### config.mk
export PLATFORM = sky130hd
export DESIGN_NAME = axi_mem_bridge
export DESIGN_NICKNAME = d
export VERILOG_FILES = /design/src/rtl/axi_mem_bridge.sv
export SDC_FILE = /design/constraint.sdc
export NUM_CORES = 1
export LEC_CHECK = 0
export CAP_MARGIN = 15
export CORE_AREA = 2 2 187 189
export DETAILED_ROUTE_END_ITERATION = 10
export DIE_AREA = 0 0 189 191
export SYNTH_ARGS = -nofsm -noshare
export SYNTH_HDL_FRONTEND = slang
export SYNTH_SLANG_ARGS = --single-unit
### constraint.sdc
create_clock -name clk_i -period 3.8 [get_ports clk_i]
set_clock_uncertainty 0.2 [all_clocks]
set_input_delay 0.38 -clock clk_i [delete_from_list [all_inputs] [get_ports clk_i]]
set_output_delay 0.38 -clock clk_i [all_outputs]
set_load 0.01 [all_outputs]
### src/rtl/axi_mem_bridge.sv
// AXI4 slave to single-port SRAM request/grant/rvalid bridge, one burst and one memory request in flight.
// Optional burst error checking is compiled in with `define AXI_MEM_BRIDGE_ERR_CHECK_EN.
package ariane_axi;
    localparam int unsigned AddrWidth = 32;
    localparam int unsigned DataWidth = 64;
    localparam int unsigned IdWidth   = 4;
    localparam int unsigned UserWidth = 1;

    typedef logic [IdWidth-1:0]     id_t;
    typedef logic [AddrWidth-1:0]   addr_t;
    typedef logic [DataWidth-1:0]   data_t;
    typedef logic [DataWidth/8-1:0] strb_t;
    typedef logic [UserWidth-1:0]   user_t;

    typedef struct packed {
        id_t        id;
        addr_t      addr;
        logic [7:0] len;
        logic [2:0] size;
        logic [1:0] burst;
        logic       lock;
        logic [3:0] cache;
        logic [2:0] prot;
        logic [3:0] qos;
        logic [3:0] region;
        logic [5:0] atop;
        user_t      user;
    } aw_chan_t;

    typedef struct packed {
        id_t        id;
        addr_t      addr;
        logic [7:0] len;
        logic [2:0] size;
        logic [1:0] burst;
        logic       lock;
        logic [3:0] cache;
        logic [2:0] prot;
        logic [3:0] qos;
        logic [3:0] region;
        user_t      user;
    } ar_chan_t;

    typedef struct packed {
        data_t data;
        strb_t strb;
        logic  last;
        user_t user;
    } w_chan_t;

    typedef struct packed {
        id_t        id;
        logic [1:0] resp;
        user_t      user;
    } b_chan_t;

    typedef struct packed {
        id_t        id;
        data_t      data;
        logic [1:0] resp;
        logic       last;
        user_t      user;
    } r_chan_t;

    typedef struct packed {
        aw_chan_t aw;
        logic     aw_valid;
        w_chan_t  w;
        logic     w_valid;
        logic     b_ready;
        ar_chan_t ar;
        logic     ar_valid;
        logic     r_ready;
    } req_t;

    typedef struct packed {
        logic    aw_ready;
        logic    ar_ready;
        logic    w_ready;
        logic    b_valid;
        b_chan_t b;
        logic    r_valid;
        r_chan_t r;
    } resp_t;
endpackage

module axi_mem_bridge #(
    parameter int unsigned AddrWidth = ariane_axi::AddrWidth,
    parameter int unsigned DataWidth = ariane_axi::DataWidth,
    parameter int unsigned IdWidth   = ariane_axi::IdWidth
) (
    input  logic                   clk_i,
    input  logic                   rst_i,
    input  ariane_axi::req_t       axi_req_i,
    output ariane_axi::resp_t      axi_resp_o,
    output logic                   mem_req_o,
    input  logic                   mem_gnt_i,
    output logic                   mem_we_o,
    output logic [AddrWidth-1:0]   mem_addr_o,
    output logic [DataWidth-1:0]   mem_wdata_o,
    output logic [DataWidth/8-1:0] mem_be_o,
    input  logic                   mem_rvalid_i,
    input  logic [DataWidth-1:0]   mem_rdata_i
);
    localparam int unsigned OffW = $clog2(DataWidth/8);
    localparam logic [1:0] BurstFixed = 2'b00;
    localparam logic [1:0] BurstWrap  = 2'b10;
    localparam logic [1:0] RespOkay   = 2'b00;
    localparam logic [1:0] RespSlvErr = 2'b10;

    typedef enum logic [2:0] {IDLE, RD_REQ, RD_WAIT, RD_RESP, WR_DATA, WR_REQ, WR_RESP} state_e;

    state_e                 state_q, state_d;
    logic [IdWidth-1:0]     id_q, id_d;
    logic [AddrWidth-1:0]   addr_q, addr_d, addr_next;
    logic [7:0]             cnt_q, cnt_d;
    logic [2:0]             size_q, size_d;
    logic [1:0]             burst_q, burst_d;
    logic                   prio_q, prio_d;   // 0 = read wins a tie, 1 = write wins
    logic [DataWidth-1:0]   rdata_q, rdata_d, wdata_q, wdata_d;
    logic [DataWidth/8-1:0] be_q, be_d;
    logic                   err_q, err_d;
    logic                   ar_err, aw_err, w_err;
    logic                   unused_req;

    assign unused_req = ^axi_req_i;

`ifdef AXI_MEM_BRIDGE_ERR_CHECK_EN
    assign ar_err = (axi_req_i.ar.burst == BurstWrap) || (axi_req_i.ar.size > 3'(OffW));
    assign aw_err = (axi_req_i.aw.burst == BurstWrap) || (axi_req_i.aw.size > 3'(OffW))
                 || (axi_req_i.aw.atop != '0);
    assign w_err  = axi_req_i.w.last != (cnt_q == '0);
`else
    assign ar_err = 1'b0;
    assign aw_err = 1'b0;
    assign w_err  = 1'b0;
`endif

    // WRAP bursts advance like INCR; the address space wraps modulo 2^AddrWidth.
    assign addr_next   = (burst_q == BurstFixed) ? addr_q : addr_q + (AddrWidth'(1) << size_q);
    assign mem_addr_o  = {addr_q[AddrWidth-1:OffW], OffW'(0)};
    assign mem_wdata_o = wdata_q;
    assign mem_be_o    = be_q;

    always_comb begin
        state_d = state_q;
        id_d    = id_q;
        addr_d  = addr_q;
        cnt_d   = cnt_q;
        size_d  = size_q;
        burst_d = burst_q;
        prio_d  = prio_q;
        rdata_d = rdata_q;
        wdata_d = wdata_q;
        be_d    = be_q;
        err_d   = err_q;
        mem_req_o = 1'b0;
        mem_we_o  = 1'b0;
        axi_resp_o        = '0;
        axi_resp_o.r.id   = id_q;
        axi_resp_o.r.data = rdata_q;
        axi_resp_o.r.resp = err_q ? RespSlvErr : RespOkay;
        axi_resp_o.r.last = (state_q == RD_RESP) && (cnt_q == '0);
        axi_resp_o.b.id   = id_q;
        axi_resp_o.b.resp = err_q ? RespSlvErr : RespOkay;

        case (state_q)
            IDLE: begin
                axi_resp_o.ar_ready = axi_req_i.ar_valid && (!axi_req_i.aw_valid || !prio_q);
                axi_resp_o.aw_ready = axi_req_i.aw_valid && (!axi_req_i.ar_valid || prio_q);
                if (axi_req_i.ar_valid && axi_req_i.aw_valid) prio_d = ~prio_q;
                if (axi_resp_o.ar_ready) begin
                    id_d    = axi_req_i.ar.id;
                    addr_d  = axi_req_i.ar.addr;
                    cnt_d   = axi_req_i.ar.len;
                    size_d  = axi_req_i.ar.size;
                    burst_d = axi_req_i.ar.burst;
                    err_d   = ar_err;
                    state_d = RD_REQ;
                end else if (axi_resp_o.aw_ready) begin
                    id_d    = axi_req_i.aw.id;
                    addr_d  = axi_req_i.aw.addr;
                    cnt_d   = axi_req_i.aw.len;
                    size_d  = axi_req_i.aw.size;
                    burst_d = axi_req_i.aw.burst;
                    err_d   = aw_err;
                    state_d = WR_DATA;
                end
            end
            RD_REQ: begin
                if (err_q) begin
                    rdata_d = '0;
                    state_d = RD_RESP;
                end else begin
                    mem_req_o = 1'b1;
                    if (mem_gnt_i) state_d = RD_WAIT;
                end
            end
            RD_WAIT: begin
                if (mem_rvalid_i) begin
                    rdata_d = mem_rdata_i;
                    state_d = RD_RESP;
                end
            end
            RD_RESP: begin
                axi_resp_o.r_valid = 1'b1;
                if (axi_req_i.r_ready) begin
                    if (cnt_q == '0) begin
                        state_d = IDLE;
                    end else begin
                        cnt_d   = cnt_q - 8'd1;
                        addr_d  = addr_next;
                        state_d = RD_REQ;
                    end
                end
            end
            WR_DATA: begin
                axi_resp_o.w_ready = 1'b1;
                if (axi_req_i.w_valid) begin
                    wdata_d = axi_req_i.w.data;
                    be_d    = axi_req_i.w.strb;
                    err_d   = err_q | w_err;
                    state_d = WR_REQ;
                end
            end
            WR_REQ: begin
                mem_req_o = !err_q;
                mem_we_o  = !err_q;
                if (mem_gnt_i || err_q) begin
                    if (cnt_q == '0) begin
                        state_d = WR_RESP;
                    end else begin
                        cnt_d   = cnt_q - 8'd1;
                        addr_d  = addr_next;
                        state_d = WR_DATA;
                    end
                end
            end
            WR_RESP: begin
                axi_resp_o.b_valid = 1'b1;
                if (axi_req_i.b_ready) state_d = IDLE;
            end
            default: state_d = IDLE;
        endcase
    end

    always_ff @(posedge clk_i) begin
        if (rst_i) begin
            state_q <= IDLE;
            id_q    <= '0;
            addr_q  <= '0;
            cnt_q   <= '0;
            size_q  <= '0;
            burst_q <= '0;
            prio_q  <= 1'b0;
            rdata_q <= '0;
            wdata_q <= '0;
            be_q    <= '0;
            err_q   <= 1'b0;
        end else begin
            state_q <= state_d;
            id_q    <= id_d;
            addr_q  <= addr_d;
            cnt_q   <= cnt_d;
            size_q  <= size_d;
            burst_q <= burst_d;
            prio_q  <= prio_d;
            rdata_q <= rdata_d;
            wdata_q <= wdata_d;
            be_q    <= be_d;
            err_q   <= err_d;
        end
    end
endmodule

==> results.json <==
{
  "period_needed_ns": 3.13,
  "relSlewSlack_pct": 41.6,
  "die_area_um2": 36100,
  "synth_area_um2": 8930,
  "synthArstFlopShare_pct": 0,
  "cpMaxStageDelayCell": "o21ai_0",
  "intPower_mw": 4.45,
  "dp.cells": 1993,
  "drt_first_pass_iters": 5,
  "synth_flop_cell": "dfxtp_1",
  "critPathMaxStageDelay_ns": 0.58,
  "clk_pin_slew_ns": 0.08,
  "root_buffer": "clkbuf_16",
  "yosysTopAreaCellShare_pct": 42.4,
  "slew_violations": 0,
  "required_ns": 3.95,
  "tritoncts": "done",
  "nNetsFinal": 1853,
  "die_h_um": 191,
  "placed_area_um2": 13300,
  "grt_overflow": 0,
  "cts.sinks": 189,
  "initial_core_util_pct": 26.2,
  "fillers": 3493,
  "r2r_slack_ns": 0.67,
  "r2r_cells": 9,
  "synth-seq-cells": 189,
  "critPathTopFamily": "compound AO/OA/AOI/OAI gates",
  "avgSynthCellArea_um2": 7.35,
  "crit_fanout": 9,
  "syn2layout_area_growth_pct": 55.6,
  "ant_nets": 0,
  "place_congestion": 0.834,
  "dp_hpwl_um": 24300,
  "crit_type": "flip-flop to flip-flop",
  "p_sw_mw": 2.65,
  "drt-wirelength-per-cell_um": 16.6,
  "synth_edf_count": 0,
  "cts.path.max_buffers": 2,
  "fin_tns_setup_ns": 0,
  "port-buffer-count": 423,
  "num_rows": 68,
  "holdPathStages": 2,
  "clkPwrFrac_pct": 26.7,
  "yosys-top-cells-count": "400 x nand2_1, 194 x a21oi_1, 189 x dfxtp_1",
  "fin_crit_sh_pct": 82.4,
  "switching_share_pct": 37.4,
  "drv_cap": 0,
  "grt_most_used_layer": "met2",
  "synth_most_common_cell": "nand2_1",
  "status": "finished, final reports clean",
  "synth_warnings": 0,
  "grt_setup_unrepaired": "no",
  "use_met1_pct": 20.7,
  "p_comb_share_pct": 36.8,
  "core_area_um2": 34100,
  "via_per_inst": 4.70,
  "vias": 9517,
  "netlist-cell-type-count": 67,
  "final_area_um2": 13900,
  "first_global_vias": 9324,
  "syn-instance-count": 1215,
  "cts-resized-gates": 0,
  "use_met2_pct": 31.5,
  "synth_area_leaders": "dfxtp_1 42%, nand2_1 17%, a21oi_1 11%",
  "drc_errors": 0,
  "cts_setup_buffers": 0,
  "path_depth": 9,
  "crit_chain": "nor3_1 -> ha_1 -> fa_1 -> a211oi_1 -> o21ai_1 -> o21ai_0 -> o21ai_0 -> nor4b_1 -> nor3_1",
  "setup_viol": 0,
  "cp-start-kind": "flip-flop",
  "peakVddDrop_uv": 331,
  "io_pins": 475,
  "drive_above_1_share_pct": 4.59,
  "worstHoldPathType": "input port to flip-flop",
  "cts_hold_buf": 0,
  "diodes": 0,
  "die_x_um": 189,
  "tightest_slew_ns": 0.876,
  "wl_um": 33600,
  "drt_iter0_markers": 502,
  "grt_pass1_wl_um": 51200,
  "yosys.area.top_type": "dfxtp_1",
  "worstSetupEndpointType": "flip-flop",
  "p_seq_share_pct": 36.6,
  "cts_made_buffers": 17,
  "critPathBufInv": 0,
  "p_leak_nw": 4.85,
  "antenna_found_initial": 0,
  "hold_viol_final": 0,
  "worstPathArrival_ns": 3.28,
  "grt_usage_pct": 18.0,
  "htreeDepth": 4,
  "max_freq_mhz": 319,
  "final_cells": 2025,
  "seq_area_frac_synth_pct": 42.4,
  "clk_latency_ns": 0.44,
  "grt_max_degree": 117,
  "power_density_nw_per_um2": 511,
  "grtUsageMet3_pct": 6.06
}
power groups by stage:
stage	logic, mW	clock network (mW)	registers, mW
final	2.61	1.89	2.60
after global routing	2.87	2.03	2.66
after CTS	2.64	1.95	2.60
after detailed placement	2.63	0	2.64
after global placement	2.62	0	2.62
after floorplan	1.54	0	2.60
stage by stage:
stage	hold WS (ns)	utilization (%)	power, mW	setup WS (ns)
4_1_cts	0.189	40.7	7.19	0.686
3_5_place_dp	0.246	39.0	5.27	0.717
5_1_grt	0.214	40.7	7.57	0.399
2_1_floorplan	0.241	-	4.14	1.05
6_report	0.210	40.7	7.11	0.669
3_3_place_gp	0.241	39.0	5.24	0.787
sequential cells by signal (all words and copies together), names as in the netlist:
| signal | cells |
|---|---|
| addr_q | 32 |
| burst_q | 2 |
| cnt_q | 8 |
| id_q | 4 |
| mem_be_o | 8 |
| mem_wdata_o | 64 |
| prio_q | 1 |
| rdata_q | 64 |
| size_q | 3 |
| state_q | 3 |
area by class of cell:
class,instances,area (um^2),share of cell area (%)
clock buffers,17,425,3.06
clock inverters,15,173,1.24
inverters,8,30.0,0.216
multi-input cells,898,4510,32.4
flip-flops and latches,189,3780,27.2
well taps,455,569,4.10
repair buffers,443,4410,31.7
cells by family after synthesis:
kind of cell,Yosys count,synth area share (%)
xor+xnor,8,0.784
other cells,1,0.0420
simple gates,555,26.6
buf+inv,136,7.73
mux,6,0.686
flops,189,42.4
compound gates,309,20.2
fa+ha+maj,11,1.62
layout by cell type (no fill, tap or decap), drive strengths merged, types with 8 or more instances in the layout:
cell	netlist	final
ha	10	10
nor2	37	37
conb	1	9
o211ai	13	13
buf	59	21
dfxtp	189	189
a311oi	10	10
a21oi	196	196
o21ai	33	33
nor3	18	18
clkdlybuf4s50	0	422
clkbuf	69	17
or4	8	8
nand2	401	401
a31oi	13	13
nand3	40	40
inv	8	17
layer usage:
layer	vias up	share of wire [%]
met2	356	49
met4	0	2.2
li1	4766	-
met5	-	0
met3	46	8.8
met1	4349	40
final timing paths:
path,from,end
setup / recovery,size_q[2]$_SDFFE_PP0P_,addr_q[26]$_SDFFE_PP0P_
setup reg to reg,size_q[2]$_SDFFE_PP0P_,addr_q[26]$_SDFFE_PP0P_
hold reg to reg,mem_wdata_o[62]$_SDFFE_PP0P_,mem_wdata_o[62]$_SDFFE_PP0P_
hold / removal,rst_i,addr_q[28]$_SDFFE_PP0P_
No activity file was read; power rests on OpenSTA's default activity.
